==> src/rtl/hazard_scoreboard.sv <==
// ID-stage hazard scoreboard: tracks in-flight writers in a WB_DEPTH-deep shift register and
// stalls ID per source operand (load-use only with forwarding, full interlock without).
module hazard_scoreboard #(
    parameter int REG_ADDR_W  = 5,
    parameter int WB_DEPTH    = 3,
    parameter int FORWARD_EN  = 1,
    parameter int LOAD_LAT    = 1,
    parameter int STALL_CNT_W = 16
) (
    input  logic                   Clk,
    input  logic                   Reset,
    input  logic                   ID_Valid,
    input  logic                   ID_UsesRs,
    input  logic                   ID_UsesRt,
    input  logic [REG_ADDR_W-1:0]  ID_RegisterRs,
    input  logic [REG_ADDR_W-1:0]  ID_RegisterRt,
    input  logic                   ID_RegWrite,
    input  logic [REG_ADDR_W-1:0]  ID_RegisterRd,
    input  logic                   ID_MemRead,
    input  logic                   Flush,
    output logic                   PCWrite,
    output logic                   IF_ID_Write,
    output logic                   ControlHazard,
    output logic [STALL_CNT_W-1:0] StallCount
);

    typedef struct packed {
        logic                  vld;
        logic [REG_ADDR_W-1:0] rd;
        logic                  load;
    } slot_t;

    slot_t [WB_DEPTH-1:0]   slot_q, slot_d;
    logic  [WB_DEPTH-1:0]   match;
    logic                   hazard;
    logic [STALL_CNT_W-1:0] cnt_q, cnt_d;

    // Register 0 is hardwired, so a writer to it never blocks a reader.
    always_comb begin
        match  = '0;
        hazard = 1'b0;
        for (int k = 0; k < WB_DEPTH; k++) begin
            match[k] = slot_q[k].vld && (slot_q[k].rd != '0) &&
                       ((ID_UsesRs && (slot_q[k].rd == ID_RegisterRs)) ||
                        (ID_UsesRt && (slot_q[k].rd == ID_RegisterRt)));
            if (FORWARD_EN != 0) begin
                if ((k < LOAD_LAT) && match[k] && slot_q[k].load) hazard = 1'b1;
            end else if (match[k]) begin
                hazard = 1'b1;
            end
        end
        hazard = hazard && ID_Valid && !Flush;
    end

    always_comb begin
        slot_d = '0;
        if (ID_Valid && ID_RegWrite && !hazard && !Flush) begin
            slot_d[0].vld  = 1'b1;
            slot_d[0].rd   = ID_RegisterRd;
            slot_d[0].load = ID_MemRead;
        end
        // A flush also squashes the instruction now in EX, so it never reaches slot 1.
        for (int k = 1; k < WB_DEPTH; k++) begin
            if ((k == 1) && Flush) slot_d[k] = '0;
            else                   slot_d[k] = slot_q[k-1];
        end
        cnt_d = cnt_q;
        if (hazard && (cnt_q != '1)) cnt_d = cnt_q + {{(STALL_CNT_W-1){1'b0}}, 1'b1};
    end

    always_ff @(posedge Clk or posedge Reset) begin
        if (Reset) begin
            slot_q <= '0;
            cnt_q  <= '0;
        end else begin
            slot_q <= slot_d;
            cnt_q  <= cnt_d;
        end
    end

    assign ControlHazard = hazard;
    assign PCWrite       = ~hazard;
    assign IF_ID_Write   = ~hazard;
    assign StallCount    = cnt_q;

endmodule
==> config.mk <==
export PLATFORM = sky130hd
export DESIGN_NAME = hazard_scoreboard
export DESIGN_NICKNAME = d
export VERILOG_FILES = /design/src/rtl/hazard_scoreboard.sv
export SDC_FILE = /design/constraint.sdc
export NUM_CORES = 1
export LEC_CHECK = 0
export ABC_AREA = 1
export BUFFER_PORTS_ARGS = -buffer_cell sky130_fd_sc_hd__buf_2
export CORE_MARGIN = 2
export CORE_UTILIZATION = 41
export DETAILED_ROUTE_END_ITERATION = 10
export PLACE_DENSITY_LB_ADDON = 0.08
export SYNTH_ARGS = -nofsm -noshare
export SYNTH_HDL_FRONTEND = slang
export SYNTH_SLANG_ARGS = --single-unit
==> constraint.sdc <==
create_clock -name Clk -period 3.2 [get_ports Clk]
set_input_delay 0.48 -clock Clk [delete_from_list [all_inputs] [get_ports Clk]]
set_output_delay 0.48 -clock Clk [all_outputs]
set_load 0.02 [all_outputs]
* Word-level counts from Yosys, hierarchy flattened
Index checks and enable logic that the tools add are counted.
Widths: inputs -> output; s select.
** Operators by class
- $add $sub $neg :: 1
- Equality and inequality tests :: 3
- Mux-type cells :: 2
- Bitwise gates (word level) :: 1
- Reductions and logical operators :: 15
** Operators by type and width (number)
- $add 16x1->16 const B :: 1
- $ne 16x16->1 const B :: 1
- $logic_and 1x1->1 :: 11
- $eq 5x5->1 :: 2
- $mux 7 :: 1
- $reduce_bool 5->1 :: 1
- $logic_not 1->1 :: 2
- $logic_or 1x1->1 :: 1
- $mux 1 :: 1
- $not 1->1 :: 1
** Storage, ports and cells
- Bits in registers :: 23
- Bits of input ports :: 23
- Logic and storage cells :: 26

* Depth between registers and ports, before layout
- Depth in word-level cells :: 12
- Mapped depth :: 10
- Gate-level depth less buffers :: 9

* Worst setup path after synthesis
OpenSTA, ideal clock, no wires.
- Path type :: in2out
- Start :: input ID_RegisterRt[1]
- End :: output PCWrite
- Arrival :: 1.324 ns
- Required time :: 2.720 ns
- Path slack :: 1.396 ns
- Stages on the path :: 8
- Path buffers :: 1
- Path through :: inv_1 -> nand2_1 -> nand2_1 -> nor2_1 -> nand3_1 -> nand2_2 -> nand2_1 -> buf_4
** On the way
- Cells in the longest elaborated chain, start to end :: 9
** RTL lines
- start: declaration :: line 16 : input logic [REG_ADDR_W-1:0] ID_RegisterRt,
- $eq 5x5->1 :: line 45 : (ID_UsesRt && (slot_q[k].rd == ID_RegisterRt)));
- $logic_and 1x1->1 :: line 45
- $logic_or 1x1->1 :: line 44 : ((ID_UsesRs && (slot_q[k].rd == ID_RegisterRs)) ||
- $logic_and 1x1->1 :: line 43 : match[k] = slot_q[k].vld && (slot_q[k].rd != '0) &&
- $logic_and 1x1->1 :: line 47 : if ((k < LOAD_LAT) && match[k] && slot_q[k].load) hazard = 1'b1;
- $mux 1 :: line 47
- $logic_and 1x1->1 (2 in a row) :: line 52 : hazard = hazard && ID_Valid && !Flush;
- $not 1->1
- end: declaration :: line 21 : output logic PCWrite,
Every way passes these cells.

* Worst setup path after layout
- Start :: register slot_q[5] (netlist name)
- End :: output ControlHazard
** On the way
- Cells in the longest elaborated chain, start to end :: 8
- Elaborated cells on any way between the ends :: 12
- Those cells by class :: eq/ne: 2; mux: 1; reduce/logical: 9
** RTL lines
- start: declaration :: line 33 : slot_t [WB_DEPTH-1:0] slot_q, slot_d;
- start signal: assignment :: line 76 : slot_q <= slot_d;
- $eq 5x5->1, on equally long branches :: line 44, 45
- $logic_and 1x1->1, on equally long branches :: line 44, 45
- $logic_or 1x1->1 :: line 44
- $logic_and 1x1->1 (*) :: line 43
- $logic_and 1x1->1 (*) :: line 47
- $mux 1 (*) :: line 47
- $logic_and 1x1->1 (*) (2 in a row) :: line 52
- end: declaration :: line 23 : output logic ControlHazard,
Every way passes the cells marked *; elsewhere a longest branch is shown, timed or not.

==> results.cfg <==
[logic_synthesis]
yosysSeqAreaShare = 0.371
synth_edf_count = 0
synth.avg_cell_area_um2 = 6.58
synth_adder_area_share = 0.00806
synth_cell_type_count = 21
synth-async-reset-ratio = 1.00
ys_seq_elements = 23
synth_top_family_by_area = simple AND/OR/NAND/NOR gates
synth.cell_area_mm2 = 0.00155
synthTopCellsByCount = nand2_1, inv_1, nor2_1, dfrtp_1, nand4_1
synthXorXnorAreaFrac = 0.0395
synth_cells = 236
synthTopCellsByArea = dfrtp_1, nand2_1, nand4_1
yosysWarnings = 0
synth-compound-area-share = 0
muxShareOfSynthArea = 0
synthesis.nets = 260
yosysTopAreaCellShare = 0.371
post-synth-top-area-cell = dfrtp_1
yosysMostFrequentCell = nand2_1
synthSimpleGateAreaFrac = 0.469
ys.flop_type = dfrtp_1

[clock_network]
cts-root-buf = clkbuf_8
cts.sinks = 23
h-tree-depth = 1
cts_tree = built
cts.path.max_buffers = 2
path_clk_slew_ps = 80
hold_buffers = 0
ctsResizeCount = 0
cts_setup_buffers = 0
insertion_delay_ps = 270
cts_buffers = 3

[grt]
grt_overflow = 0
antenna_found_initial = 0
grt_pass1_vias = 1443
grt_pass1_wl_um = 6320
gr-usage-all-layers = 0.186
grt_max_degree = 24

[critical_path]
critPathKind = register to output pin
crit_fanout = 18
crit_path_start = slot_q[5]
worstReg2RegEnd = StallCount[14]
cp-endpoint = ControlHazard
r2r-start = StallCount[0]
cp.required_ps = 2720
startpoint_type = register
r2r_cells = 7
cp.arrival_ps = 1750
r2r_setup_slack_ps = 1510
end_kind = output pin

[place]
dp_slack_ps = 1100
place_congestion = 0.874
dp_hpwl_um = 2540
port_buffers = 41

[drt]
viasPerCell = 4.65
drt_iter0_drc = 48
wl_per_cell_um = 10.6
drc = 0
routed_wl_um = 3450
drt_pass1_iterations = 4
final_antenna_net_count = 0
vias = 1506

[timing]
setup_ws_ps = 972
min_period_ps = 2230
setup_viol = 0
tightest_slew_ps = 874
slew-limit-headroom = 0.417
post-route-period-util = 0.696
hold_viol_final = 0
rsz0062_at_grt = false
max_clock_freq_mhz = 449
fin_skew_ps = 3.04
finalSetupTns_ps = 0
drv_slew = 0

[die]
ios = 42
fp.dieW_um = 65.5
rows = 22
die-area_mm2 = 0.00430
floorplan.initialDensity = 0.424
core_area_mm2 = 0.00366
die_h_um = 65.5

[power]
finalPower_mw = 0.522
p_int_mw = 0.400
pwr-share-seq = 0.564
clkPwrFrac = 0.355
power.leakage_nw = 1.10
ir_drop_v = 0.000123
powerDensity_mw_per_mm2 = 285
combPwrFrac = 0.081
p_switching_mw = 0.122
switching_share = 0.235

[layout]
regArea_um2 = 576
synthToLayoutAreaGrowth_pct = 17.9
n_antenna_cell = 0
nets = 301
final_layout_size_suffix_gt1_frac = 0.199
n_fill_cell = 405
multiInputGateArea_um2 = 802

[status]
status = completed

[hold_path]
min_path_type = input pin to asynchronous set/reset pin

[flow_run]
cap_violations = 0
[power by group through the flow]
stage          clock network (mW)  logic, mW  registers, mW
6_report                    0.185     0.0421          0.295
5_1_grt                     0.202     0.0501          0.295
4_1_cts                     0.195     0.0434          0.295
3_5_place_dp                    0     0.0432          0.300
3_3_place_gp                    0     0.0431          0.301
2_1_floorplan                   0     0.0239          0.300
[metal layers]
metal	share of wire	GRT usage
met5	0	0
met2	0.42	0.293
met3	0.036	0.0291
met4	0.0099	0.0547
met1	0.53	0.264
[cell type report]
type	count	share of cell area
tap	48	0.0328
timing repair buffer	41	0.112
sequential	23	0.314
clock buffer	4	0.0246
inverter	38	0.0779
multi-input combinational	170	0.438
[worst max-delay path: stages, from the launching register on]
cell and delay, ps:
dfrtp_1 430, inv_2 50, nand2_1 50, nand2_1 50
nor2_1 100, nand3_1 100, nand2_2 310, nand2_1 160
inv_1 70, buf_2 160
[cells by family after synthesis]
kind of cell / Yosys count
DFF: 23
adders and majority gates: 1
buffers and inverters: 43
xor gates and xnor gates: 7
and+or+nand+nor: 162
[registers in the layout, indices dropped and copies added (netlist names)]
register    flops
slot_q          7
StallCount     16
[cell usage in the layout (no fill, tap or decap), drive strengths merged]
master,n
nand2,97
buf,41
inv,38
nor2,27
dfrtp,23
nand4,21
nand3,14
xnor2,4
clkbuf,4
xor2,3
nor3,2
and2,1
ha,1
[metrics by stage]
stage | instance area (um2) | hold WS (ps) | instances | utilization
2_1_floorplan | 1550 | 482 | 236 | -
3_3_place_gp | 1790 | 504 | 320 | 0.488
3_5_place_dp | 1790 | 516 | 320 | 0.488
4_1_cts | 1830 | 407 | 324 | 0.500
5_1_grt | 1830 | 410 | 324 | 0.500
6_report | 1830 | 382 | 324 | 0.500
[worst min-delay path by stage]
stage / start / end / slack, ps / depth (start not counted)
after CTS: ID_MemRead / slot_q[0] / 410 / 3
after global routing: ID_RegisterRd[1] / slot_q[2] / 410 / 3
after global placement: StallCount[1] / StallCount[1] / 500 / 2
after detailed placement: StallCount[1] / StallCount[1] / 520 / 2
final: Reset / StallCount[0] / 380 / 2
after floorplan: Reset / StallCount[0] / 480 / 1
No activity file was read; power rests on OpenSTA's default activity.
